**src/rtl/fifo_pkg.sv**
```systemverilog
// Shared types and helpers for the flagged FIFO: pointer wrap, width helpers, error struct.
package fifo_pkg;

  typedef struct packed {
    logic overflow;
    logic underflow;
  } fifo_err_t;

  function automatic int ptr_width(input int depth);
    return (depth > 1) ? $clog2(depth) : 1;
  endfunction

  function automatic int cnt_width(input int depth);
    return $clog2(depth + 1);
  endfunction

  // Explicit wrap keeps non-power-of-two depths legal.
  function automatic int ptr_wrap(input int ptr, input int depth);
    return (ptr >= depth - 1) ? 0 : ptr + 1;
  endfunction

endpackage

```
**src/rtl/fifo_mem.sv**
```systemverilog
// Simple dual-port storage for the FIFO: synchronous write, asynchronous read.
module fifo_mem
  import fifo_pkg::*;
#(
  parameter int DataWidth = 32,
  parameter int Depth     = 8,
  localparam int PtrWidth = ptr_width(Depth)
) (
  input  logic                 clk,
  input  logic                 wr_en,
  input  logic [PtrWidth-1:0]  wr_addr,
  input  logic [DataWidth-1:0] wr_data,
  input  logic [PtrWidth-1:0]  rd_addr,
  output logic [DataWidth-1:0] rd_data
);

  logic [DataWidth-1:0] mem [Depth];

  always_ff @(posedge clk) begin
    if (wr_en) begin
      mem[wr_addr] <= wr_data;
    end
  end

  assign rd_data = mem[rd_addr];

endmodule

```
**src/rtl/fifo_flagged.sv**
```systemverilog
// Parametrised synchronous FIFO with count, almost flags and sticky error flags.
// Define FIFO_FLAGGED_FWFT_EN for first-word-fall-through reads; default is registered 1-cycle reads.
module fifo_flagged
  import fifo_pkg::*;
#(
  parameter int DataWidth = 32,
  parameter int Depth     = 8,
  parameter int AfThresh  = 6,
  parameter int AeThresh  = 2,
  localparam int PtrWidth = ptr_width(Depth),
  localparam int CntWidth = cnt_width(Depth)
) (
  input  logic                 clk,
  input  logic                 rst_n,
  input  logic                 writeEn,
  input  logic [DataWidth-1:0] writeData,
  input  logic                 readEn,
  output logic [DataWidth-1:0] readData,
  output logic                 readValid,
  output logic                 full,
  output logic                 empty,
  output logic                 almostFull,
  output logic                 almostEmpty,
  output logic [CntWidth-1:0]  count,
  output logic                 overflow,
  output logic                 underflow,
  input  logic                 clearErr
);

  logic [PtrWidth-1:0]  wr_ptr;
  logic [PtrWidth-1:0]  rd_ptr;
  logic [CntWidth-1:0]  count_next;
  logic [DataWidth-1:0] mem_rdata;
  logic                 rd_acc;
  logic                 wr_acc;
  fifo_err_t            err_q;
  fifo_err_t            err_next;

  // A full FIFO still takes a write when a read frees a slot in the same cycle.
  assign rd_acc = readEn && !empty;
  assign wr_acc = writeEn && (!full || rd_acc);

  fifo_mem #(
    .DataWidth(DataWidth),
    .Depth    (Depth)
  ) u_mem (
    .clk    (clk),
    .wr_en  (wr_acc),
    .wr_addr(wr_ptr),
    .wr_data(writeData),
    .rd_addr(rd_ptr),
    .rd_data(mem_rdata)
  );

  always_comb begin
    count_next = count;
    if (wr_acc && !rd_acc) begin
      count_next = count + CntWidth'(1);
    end else if (rd_acc && !wr_acc) begin
      count_next = count - CntWidth'(1);
    end
  end

  // New error events override a same-cycle clear.
  always_comb begin
    err_next = clearErr ? '0 : err_q;
    if (writeEn && !wr_acc) begin
      err_next.overflow = 1'b1;
    end
    if (readEn && !rd_acc) begin
      err_next.underflow = 1'b1;
    end
  end

  always_ff @(posedge clk or negedge rst_n) begin
    if (!rst_n) begin
      wr_ptr      <= '0;
      rd_ptr      <= '0;
      count       <= '0;
      full        <= 1'b0;
      empty       <= 1'b1;
      almostFull  <= 1'b0;
      almostEmpty <= 1'b1;
      err_q       <= '0;
    end else begin
      if (wr_acc) begin
        wr_ptr <= PtrWidth'(ptr_wrap(int'(wr_ptr), Depth));
      end
      if (rd_acc) begin
        rd_ptr <= PtrWidth'(ptr_wrap(int'(rd_ptr), Depth));
      end
      count       <= count_next;
      full        <= (count_next == CntWidth'(Depth));
      empty       <= (count_next == '0);
      almostFull  <= (count_next >= CntWidth'(AfThresh));
      almostEmpty <= (count_next <= CntWidth'(AeThresh));
      err_q       <= err_next;
    end
  end

  assign overflow  = err_q.overflow;
  assign underflow = err_q.underflow;

`ifdef FIFO_FLAGGED_FWFT_EN
  assign readData  = mem_rdata;
  assign readValid = !empty;
`else
  always_ff @(posedge clk or negedge rst_n) begin
    if (!rst_n) begin
      readData  <= '0;
      readValid <= 1'b0;
    end else begin
      readValid <= rd_acc;
      if (rd_acc) begin
        readData <= mem_rdata;
      end
    end
  end
`endif

endmodule

```
**config.mk**
```make
export PLATFORM = sky130hd
export DESIGN_NAME = fifo_flagged
export DESIGN_NICKNAME = d
export VERILOG_FILES = /design/src/rtl/fifo_pkg.sv /design/src/rtl/fifo_mem.sv /design/src/rtl/fifo_flagged.sv
export SDC_FILE = /design/constraint.sdc
export NUM_CORES = 1
export LEC_CHECK = 0
export CORE_ASPECT_RATIO = 0.5
export CORE_UTILIZATION = 32
export CTS_BUF_LIST = sky130_fd_sc_hd__clkbuf_4
export CTS_CLUSTER_SIZE = 12
export DETAILED_ROUTE_END_ITERATION = 10
export SETUP_SLACK_MARGIN = 0.1
export SYNTH_ARGS = -nofsm -noshare
export SYNTH_HDL_FRONTEND = slang
export SYNTH_SLANG_ARGS = --single-unit
```
**constraint.sdc**
```tcl
create_clock -name clk -period 4.15 [get_ports clk]
set_input_delay 1.0375 -clock clk [delete_from_list [all_inputs] [get_ports clk]]
set_output_delay 1.0375 -clock clk [all_outputs]
set_load 0.01 [all_outputs]
```
==> results.txt, run 1 <==
Initial Utilization = 32.5%
Top-count cell post-synth = edfxtp_1
Setup violators final = 0
R2R Path Start = rd_ptr[1]$_DFFE_PN0P_
Crit path time final = 2.78 ns
CP Class = reg -> out
Htree depth = 3
Placer congestion estimate = 0.723
Finished Cell Area = 14100 sq um
Prevailing post-synth register cell = edfxtp_1
GR Util All Layers = 12.1%
Syn Inst Count = 562
Seq/Total Area, Yosys = 76.4%
CP max FO = 4
Setup bufs post-CTS = 0
Fmax = 360 MHz
Met2 Use GR = 21.2%
Die area = 37300 sq um
CP Cell Sequence = clkdlybuf4s50_1
1st-iter DRT viols = 306
Layout cell share with drive strength beyond 1 = 30.2%
Routed Antenna Nets = 0
Final Max Slew Viols = 0
RSZ-0062 raised after global routing = no
Worst path bufs/invs = 1
Distinct cell type count of the synthesized netlist = 40
GR peak layer = met2
Post-DP HPWL = 12700 um
Crit path arrival time = 1.74 ns
Drt drc = 0
Leak = 4.82 nW
Hold_buf cts = 0
I/O Pins = 80
CTS Sinks = 305
Clock skew = 0.0389 ns
Max IR drop VDD = 0.398 mV
Drt total wl = 21800 um
Status = finished, final reports clean
Power per cell area = 669 nW/um^2
CTS buffer count = 76
Rel. slew slack = 34.4%
Buffers on Ports = 79
Slowest CP cell = dfstp_2
Slowest stage delay, CP = 0.57 ns
WHS = 0.354 ns
Core box area = 35900 sq um
WP data required = 3.11 ns
Vias = 5661
Met1 Use GR = 14.3%
CTS tree = built
Hold Vio Cnt, Final = 0
Post-synth EDFFs = 256
Vias/cell = 4.52
FP Rows = 49
Fill cells = 3276
Layout Utilization = 39.2%
Synth Register Bits = 305
Clk pin slew, worst setup/hold paths = 0.06 ns
Clk root buf = clkbuf_4
Clock latency at the later pin of the worst-skew pair = 0.66 ns
Chip height = 137 um
Yosys top cell by area = edfxtp_1
Maximum root-to-sink buffer count = 3
Drt wl/cell = 17.4 um
Net count after synthesis = 605
Synth cell count leaders = edfxtp_1 (256), mux4_2 (61), dfrtp_1 (47), nand2_1 (40), mux2i_1 (33)
First-pass DRT Iterations = 4
Initial antenna violation count = 1
Cell family with most CP delay = flip-flops
Number of global-route vias before repair = 6120
Die Span X = 272 um
CP endpoint kind = output pin
Synth top area share = 65.9%
Final nets = 751
Largest net degree at the start of global routing = 76
Reg area = 8920 sq um
Tcrit/Tclk final = 67.0%
Syn Area/Cell = 20.8 sq um
Multi-input gate area = 2590 sq um
Leading post-synthesis cells by cell area = edfxtp_1 (66%), mux4_2 (12%), dfrtp_1 (10%)
Area growth, synth to finish = 20.7%
Critical path launch point type = flop
Post-route setup slack = 1.37 ns
First-pass GRT wire length = 34000 um
Async S/R FF share, synth = 16.1%
Cell area after synthesis = 11700 sq um
Cell Area, Placed = 13100 sq um
Met3 GRT Util = 3.05%
Crit path from = empty$_DFF_PN1_
Grt ovf = 0
Yosys Warn Count = 0
Worst-Margin Slew = 0.984 ns
Max Cap Violations = 0
Resize count post-CTS = 0
Pre-CTS WS = 1.02 ns
Overall power = 9.41 mW
Worst Hold Class = in -> async
[cell type report]
class	count	share of cell area, %
antenna	1	0.0178
tap	484	4.30
sequential	305	63.4
clock inverter	15	0.631
inverter	7	0.187
timing repair buffer	96	6.49
clock buffer	123	6.56
multi-input combinational	222	18.4
[registers in the layout, indices dropped and copies added (netlist names)]
signal	count
almostEmpty	1
readValid	1
u_mem.mem	256
empty	1
overflow	1
rd_ptr	3
underflow	1
full	1
count	4
almostFull	1
wr_ptr	3
readData	32
[power breakdown]
| part | total (mW) | switching (mW) | internal (mW) |
|---|---|---|---|
| Clock | 2.52 | 1.12 | 1.40 |
| Combinational | 2.48 | 1.15 | 1.33 |
| Sequential | 4.41 | 0.466 | 3.94 |
| Total | 9.41 | 2.73 | 6.68 |
[kinds of logic (layout without fill, tap and decap cells)]
group,Yosys count,count (layout),share of synthesized area (%)
flip-flops,305,305,76.4
multiplexers,98,98,15.4
AND/OR/NAND/NOR,69,69,2.96
AO/OA/AOI/OAI,46,46,2.24
buffers and inverters,35,241,1.93
adder cells (fa/ha/maj),6,6,0.643
XOR/XNOR,3,3,0.418
other,0,1,0
[routing by layer]
layer,vias up,part of all wire [%]
li1,2596,-
met1,2927,42
met2,107,53
met3,31,3.5
met4,0,1.5
met5,-,0
[final timing paths]
kind	slack, ns	cells after the start	to
max	1.37	1	empty
min	0.35	1	overflow$_DFFE_PN0P_
max reg2reg	1.77	4	readData[1]$_DFFE_PN0P_
min reg2reg	0.49	2	readData[22]$_DFFE_PN0P_
max in group asynchronous	2.87	2	empty$_DFF_PN1_
min in group clk	0.49	2	readData[22]$_DFFE_PN0P_
[per-stage QoR]
stage,TNS (ns),instances
after floorplan,-8.95,562
after global placement,0,1114
after detailed placement,0,1114
after CTS,0,1252
after global routing,0,1253
final,0,1253
[cells in the final DEF, fill, tap and decap left out, types with 2 or more instances in the layout]
cell type,instances
dfrtp_1,44
dfstp_2,2
inv_1,7
nand3_1,4
o21ai_0,5
xnor2_2,2
nor3_2,3
buf_4,17
nand2_1,40
clkbuf_4,123
clkdlybuf4s50_1,78
mux4_1,3
ha_1,6
nand2b_1,2
o21ai_1,32
mux4_2,61
edfxtp_1,256
a21o_1,3
dfrtp_2,2
nor3_1,3
nor2_4,3
o21ai_2,2
nand3b_1,4
clkinv_1,11
mux2i_1,33
Power figures use the tool's default switching activity.
==> inputs of run 2 (changes only) <==
- clock period: 4.15 -> 2.35 ns (I/O delays scaled with it)
==> results.txt, run 2 (synthesis results as in run 1) <==
Status = finished, final reports clean
Initial antenna violation count = 1
Pre-CTS WS = -0.0303 ns
CP Class = reg -> out
CTS Sinks = 305
CP endpoint kind = output pin
Multi-input gate area = 2640 sq um
Clk pin slew, worst setup/hold paths = 0.07 ns
Crit path arrival time = 1.58 ns
Final Max Slew Viols = 0
Fmax = 461 MHz
Vias/cell = 4.50
I/O Pins = 80
CTS buffer count = 74
First-pass GRT wire length = 34400 um
Largest register by flop count = u_mem.mem
Worst path bufs/invs = 1
First-pass DRT Iterations = 4
Initial Utilization = 32.5%
RSZ-0062 raised after global routing = no
Largest net degree at the start of global routing = 49
Reg area = 8920 sq um
R2R cell count = 4
Internal reg-to-reg setup slack = 0.47 ns
Tcrit/Tclk final = 92.3%
R2r endpoint = readData[27]$_DFFE_PN0P_
Critical path launch point type = flop
Clock skew = 0.0333 ns
Htree depth = 3
Grt ovf = 0
Drt drc = 0
Max IR drop VDD = 0.392 mV
CP Cell Sequence = clkdlybuf4s50_1
Setup violators final = 0
Max Cap Violations = 0
Placer congestion estimate = 0.719
Routed Antenna Nets = 0
Overall power = 17.1 mW
Most frequent cells in the layout = edfxtp_1 (256), clkbuf_4 (122), clkdlybuf4s50_1 (71)
Maximum root-to-sink buffer count = 3
Leak = 5.02 nW
Met3 GRT Util = 2.70%
Number of global-route vias before repair = 6106
1st-iter DRT viols = 335
Clk root buf = clkbuf_4
Crit path time final = 2.17 ns
GR Util All Layers = 12.3%
Max reg flops = 256
Hold Vio Cnt, Final = 0
R2R Path Start = rd_ptr[1]$_DFFE_PN0P_
Buffers on Ports = 79
Met1 Use GR = 15.6%
Slowest stage delay, CP = 0.55 ns
Met2 Use GR = 20.5%
Drt total wl = 22400 um
Most common cell after layout, fill and taps aside = edfxtp_1
Fill cells = 3227
CTS tree = built
Clock latency at the later pin of the worst-skew pair = 0.66 ns
Worst-Margin Slew = 0.461 ns
Post-DP HPWL = 13300 um
Post-route setup slack = 0.181 ns
CP max FO = 2
Vias = 5734
Final nets = 771
Layout cell share with drive strength beyond 1 = 32.6%
Core box area = 35900 sq um
Die Span X = 272 um
FP Rows = 49
Die area = 37300 sq um
Largest registers = u_mem.mem: 256 flops, readData: 32 flops, count: 4 flops
Drt wl/cell = 17.6 um
Area growth, synth to finish = 24.2%
Rel. slew slack = 69.3%
WHS = 0.409 ns
WP data required = 1.76 ns
Power per cell area = 1180 nW/um^2
GR peak layer = met2
Cell family with most CP delay = buffers and inverters
Slowest CP cell = clkdlybuf4s50_1
Worst Hold Class = in -> async
Chip height = 137 um
==> run 2: routing by layer <==
metal / part of all wire (%) / routed length (um)
met1: 43 / 9600
met2: 52 / 11600
met3: 3.3 / 749
met4: 1.8 / 403
met5: 0 / 0
==> run 2: how the worst max path moves through the flow <==
stage / depth (start not counted) / from / endpoint / slack (ns)
floorplan: 5 / readEn / u_mem.mem[0][0]$_DFFE_PP_ / -0.20
global route: 1 / count[2]$_DFF_PN0_ / count[2] / 0.10
finish: 1 / readData[11]$_DFFE_PN0P_ / readData[11] / 0.18
detailed placement: 7 / readEn / u_mem.mem[4][25]$_DFFE_PP_ / -0.03
global placement: 7 / readEn / u_mem.mem[1][19]$_DFFE_PP_ / -0.006
CTS: 1 / readData[11]$_DFFE_PN0P_ / readData[11] / 0.12
==> run 2: repair_timing <==
action                                  in CTS  in global routing
pin swaps                                    0                  0
endpoints found under the setup margin      10                  1
gates resized for setup                      7                  1
hold buffers                                 1                  0
hold endpoints to repair                    12                  0
buffers inserted                             4                  0
==> run 2: metrics by stage <==
step / utilization (%) / TNS, ns / instance area, sq um / std cells
2_1_floorplan: - / -9.86 / 11800 / 562
3_3_place_gp: 37.4 / -0.158 / 13400 / 1131
3_5_place_dp: 37.4 / -1.25 / 13400 / 1131
4_1_cts: 40.3 / 0 / 14500 / 1272
5_1_grt: 40.3 / 0 / 14500 / 1274
6_report: 40.3 / 0 / 14500 / 1274
==> run 2: layout make-up <==
cell class	count	share of cell area (%)
antenna	2	0.0345
clock buffer	122	6.32
clock inverter	14	0.769
inverter	7	0.181
multi-input combinational	222	18.2
sequential	305	61.6
tap	484	4.18
timing repair buffer	118	8.72
==> run 2: where the power goes <==
part	internal, mW	switching [mW]
Sequential	6.96	0.449
Combinational	2.61	2.52
Clock	2.57	2.01
==> patch (settings of run 2) <==
Register the output `count` once more, cleared by the reset; this adds one clock of latency there. The other outputs are not delayed to match.
--- a/src/rtl/fifo_flagged.sv
+++ b/src/rtl/fifo_flagged.sv
@@ -28,4 +28,6 @@
 );
 
+  logic [CntWidth-1:0] count_s0;
+
   logic [PtrWidth-1:0]  wr_ptr;
   logic [PtrWidth-1:0]  rd_ptr;
@@ -54,9 +56,9 @@
 
   always_comb begin
-    count_next = count;
+    count_next = count_s0;
     if (wr_acc && !rd_acc) begin
-      count_next = count + CntWidth'(1);
+      count_next = count_s0 + CntWidth'(1);
     end else if (rd_acc && !wr_acc) begin
-      count_next = count - CntWidth'(1);
+      count_next = count_s0 - CntWidth'(1);
     end
   end
@@ -77,5 +79,5 @@
       wr_ptr      <= '0;
       rd_ptr      <= '0;
-      count       <= '0;
+      count_s0    <= '0;
       full        <= 1'b0;
       empty       <= 1'b1;
@@ -90,5 +92,5 @@
         rd_ptr <= PtrWidth'(ptr_wrap(int'(rd_ptr), Depth));
       end
-      count       <= count_next;
+      count_s0    <= count_next;
       full        <= (count_next == CntWidth'(Depth));
       empty       <= (count_next == '0);
@@ -119,4 +121,12 @@
 `endif
 
+  always_ff @(posedge clk or negedge rst_n) begin
+    if (!rst_n) begin
+      count <= '0;
+    end else begin
+      count <= count_s0;
+    end
+  end
+
 endmodule
 
Formal check against the unedited RTL: not equivalent (Yosys sat finds a counterexample within 4 cycles, from zero or initial values and one cycle with rst_n low).
==> patch against run 2 <==
Power is 0.51% higher; maximum frequency up 0.31%; non-clock buffer count shrank 6; routed wire length grew 3.0%; setup slack better by 0.0066 ns; die area grew 0.96%; worst hold slack better by 0.036 ns; sequential cell count is 4 higher; final area increased by 0.88%; area after synthesis rose by 0.98%; critical path type unchanged.
==> patch: results (changes against run 2) <==
Cells and area
  • Share of cells above drive strength 1: 32.7% (+0.044 points)
  • Top Registers: u_mem.mem (256), readData (32)

Global routing
  • Largest net degree at the start of global routing: 54 (+10%)
  • Number of global-route vias before repair: 6,295 (+3.1%)
  • Initial antenna violation count: 1 (unchanged)
  • First-pass GRT wire length: 35.5 mm (+3.1%)
  • Total track usage: 12.6% (+0.33 points)

Synthesis
  • Top cells by count, synth: 256 x edfxtp_1, 62 x mux4_2, 51 x dfrtp_1
  • Post-synthesis async set-or-reset flop share: 17.2% (+1.1 points)
  • Top cells by area, synth: edfxtp_1 65%, mux4_2 12%, dfrtp_1 11%, mux2i_1 2.8%, o21ai_1 1.4%
  • Synth Warn #: 0 (unchanged)
  • Number of synthesized flops with an enable pin: 256 (unchanged)
  • Post-synthesis sequential area ratio: 76.5% (+0.11 points)
  • Synth unique cells: 39 (-2.5%)
  • Mapped Nets: 609 (+0.66%)

Power
  • Maximum vdd ir drop: 0.000379 V (-3.3%)
  • Pleak: 5.14 nW (+2.2%)

Clock network
  • CTS Buf Count: 76 (+2.7%)
  • Longest Clk Path Bufs: 3 (unchanged)
  • Skew-Pair Late Insertion Delay: 0.67 ns

Drt
  • Initial DRC count: 379 (+13%)
  • Routed WL per cell: 18.1 um (+2.9%)
  • Via count: 5,818 (+1.5%)

Setup path
  • CP delay by family, top: buffers and inverters
  • Worst-path maximum fanout: 2 (unchanged)
  • Worst stage delay on the critical path: 0.55 ns (about the same)

Timing
  • Relative slew slack: 64.3% (-4.9 points)
  • Worst clock skew: 0.0410 ns (+0.00769 ns)

Hold path
  • Worst hold path type: flip-flop to flip-flop

Outcome
  • Status: complete, no violations

Placement
  • DP Wirelength: 13.2 mm (-0.52%)
  • I/O Buffers: 79 (unchanged)
  • Gpl congestion: 0.718 (-0.21%)
## patch: kinds of logic after synthesis
family,after synthesis,share of synthesized area [%]
mux,98,15.2
xor+xnor,3,0.414
flops,309,76.5
simple gates,69,2.97
buf+inv,35,1.91
compound gates,46,2.33
fa+ha+maj,6,0.637
## patch: power by group
part | total (W) | switching [W] | internal, W
registers | 0.00767 | 0.000605 | 0.00706
clock network | 0.00458 | 0.00206 | 0.00252
logic | 0.00495 | 0.00237 | 0.00258
## patch: what timing repair did
| item | in CTS | in global routing |
|---|---|---|
| setup buffers | 1 | 0 |
| hold buffers | 1 | 0 |
| endpoints found under the setup margin | 7 | 7 |
| pin swaps | 0 | 0 |
| endpoints found under the hold margin | 51 | 0 |
| resized for setup | 7 | 7 |
## patch: path summary, 6_finish.rpt
path,start,end,slack (ns),depth (start not counted)
worst max-delay path,readData[25]$_DFFE_PN0P_,readData[25],0.19,1
worst min-delay path,count_s0[3]$_DFF_PN0_,count[3]$_DFF_PN0_,0.44,0
worst max register to register,rd_ptr[1]$_DFFE_PN0P_,readData[6]$_DFFE_PN0P_,0.45,4
worst min register to register,count_s0[3]$_DFF_PN0_,count[3]$_DFF_PN0_,0.44,0
max in group asynchronous,rst_n,almostEmpty$_DFF_PN1_,1.54,3
min in group asynchronous,rst_n,readData[1]$_DFFE_PN0P_,0.47,3
## patch: stage by stage
stage	utilization [%]	worst slack [ns]	setup TNS (ns)	cells	cell area, um2
after floorplan	-	-0.204	-10.14	566	11900
after global placement	37.5	-0.0800	-2.88	1132	13500
after detailed placement	37.5	-0.0637	-2.62	1132	13500
after CTS	40.4	0.101	0	1274	14600
after global routing	40.5	0.104	0	1275	14600
final	40.5	0.188	0	1275	14600
## patch: metal layers
| metal | GRT usage (%) | vias up | part of all wire, % |
|---|---|---|---|
| met2 | 21.6 | 110 | 51 |
| met3 | 2.91 | 35 | 4.2 |
| li1 | - | 2655 | - |
| met5 | 0 | - | 0 |
| met4 | 5.34 | 0 | 1.7 |
| met1 | 15.5 | 3018 | 43 |
## patch: area by class of cell
type | instances | area [um2]
Clock inverter | 15 | 97.6
Timing Repair Buffer | 112 | 1270
Sequential cell | 309 | 9020
Fill cell | 3194 | 21500
Antenna cell | 1 | 2.50
Multi-Input combinational cell | 222 | 2650
Tap cell | 484 | 606
Clock buffer | 125 | 938
Inverter | 7 | 26.3
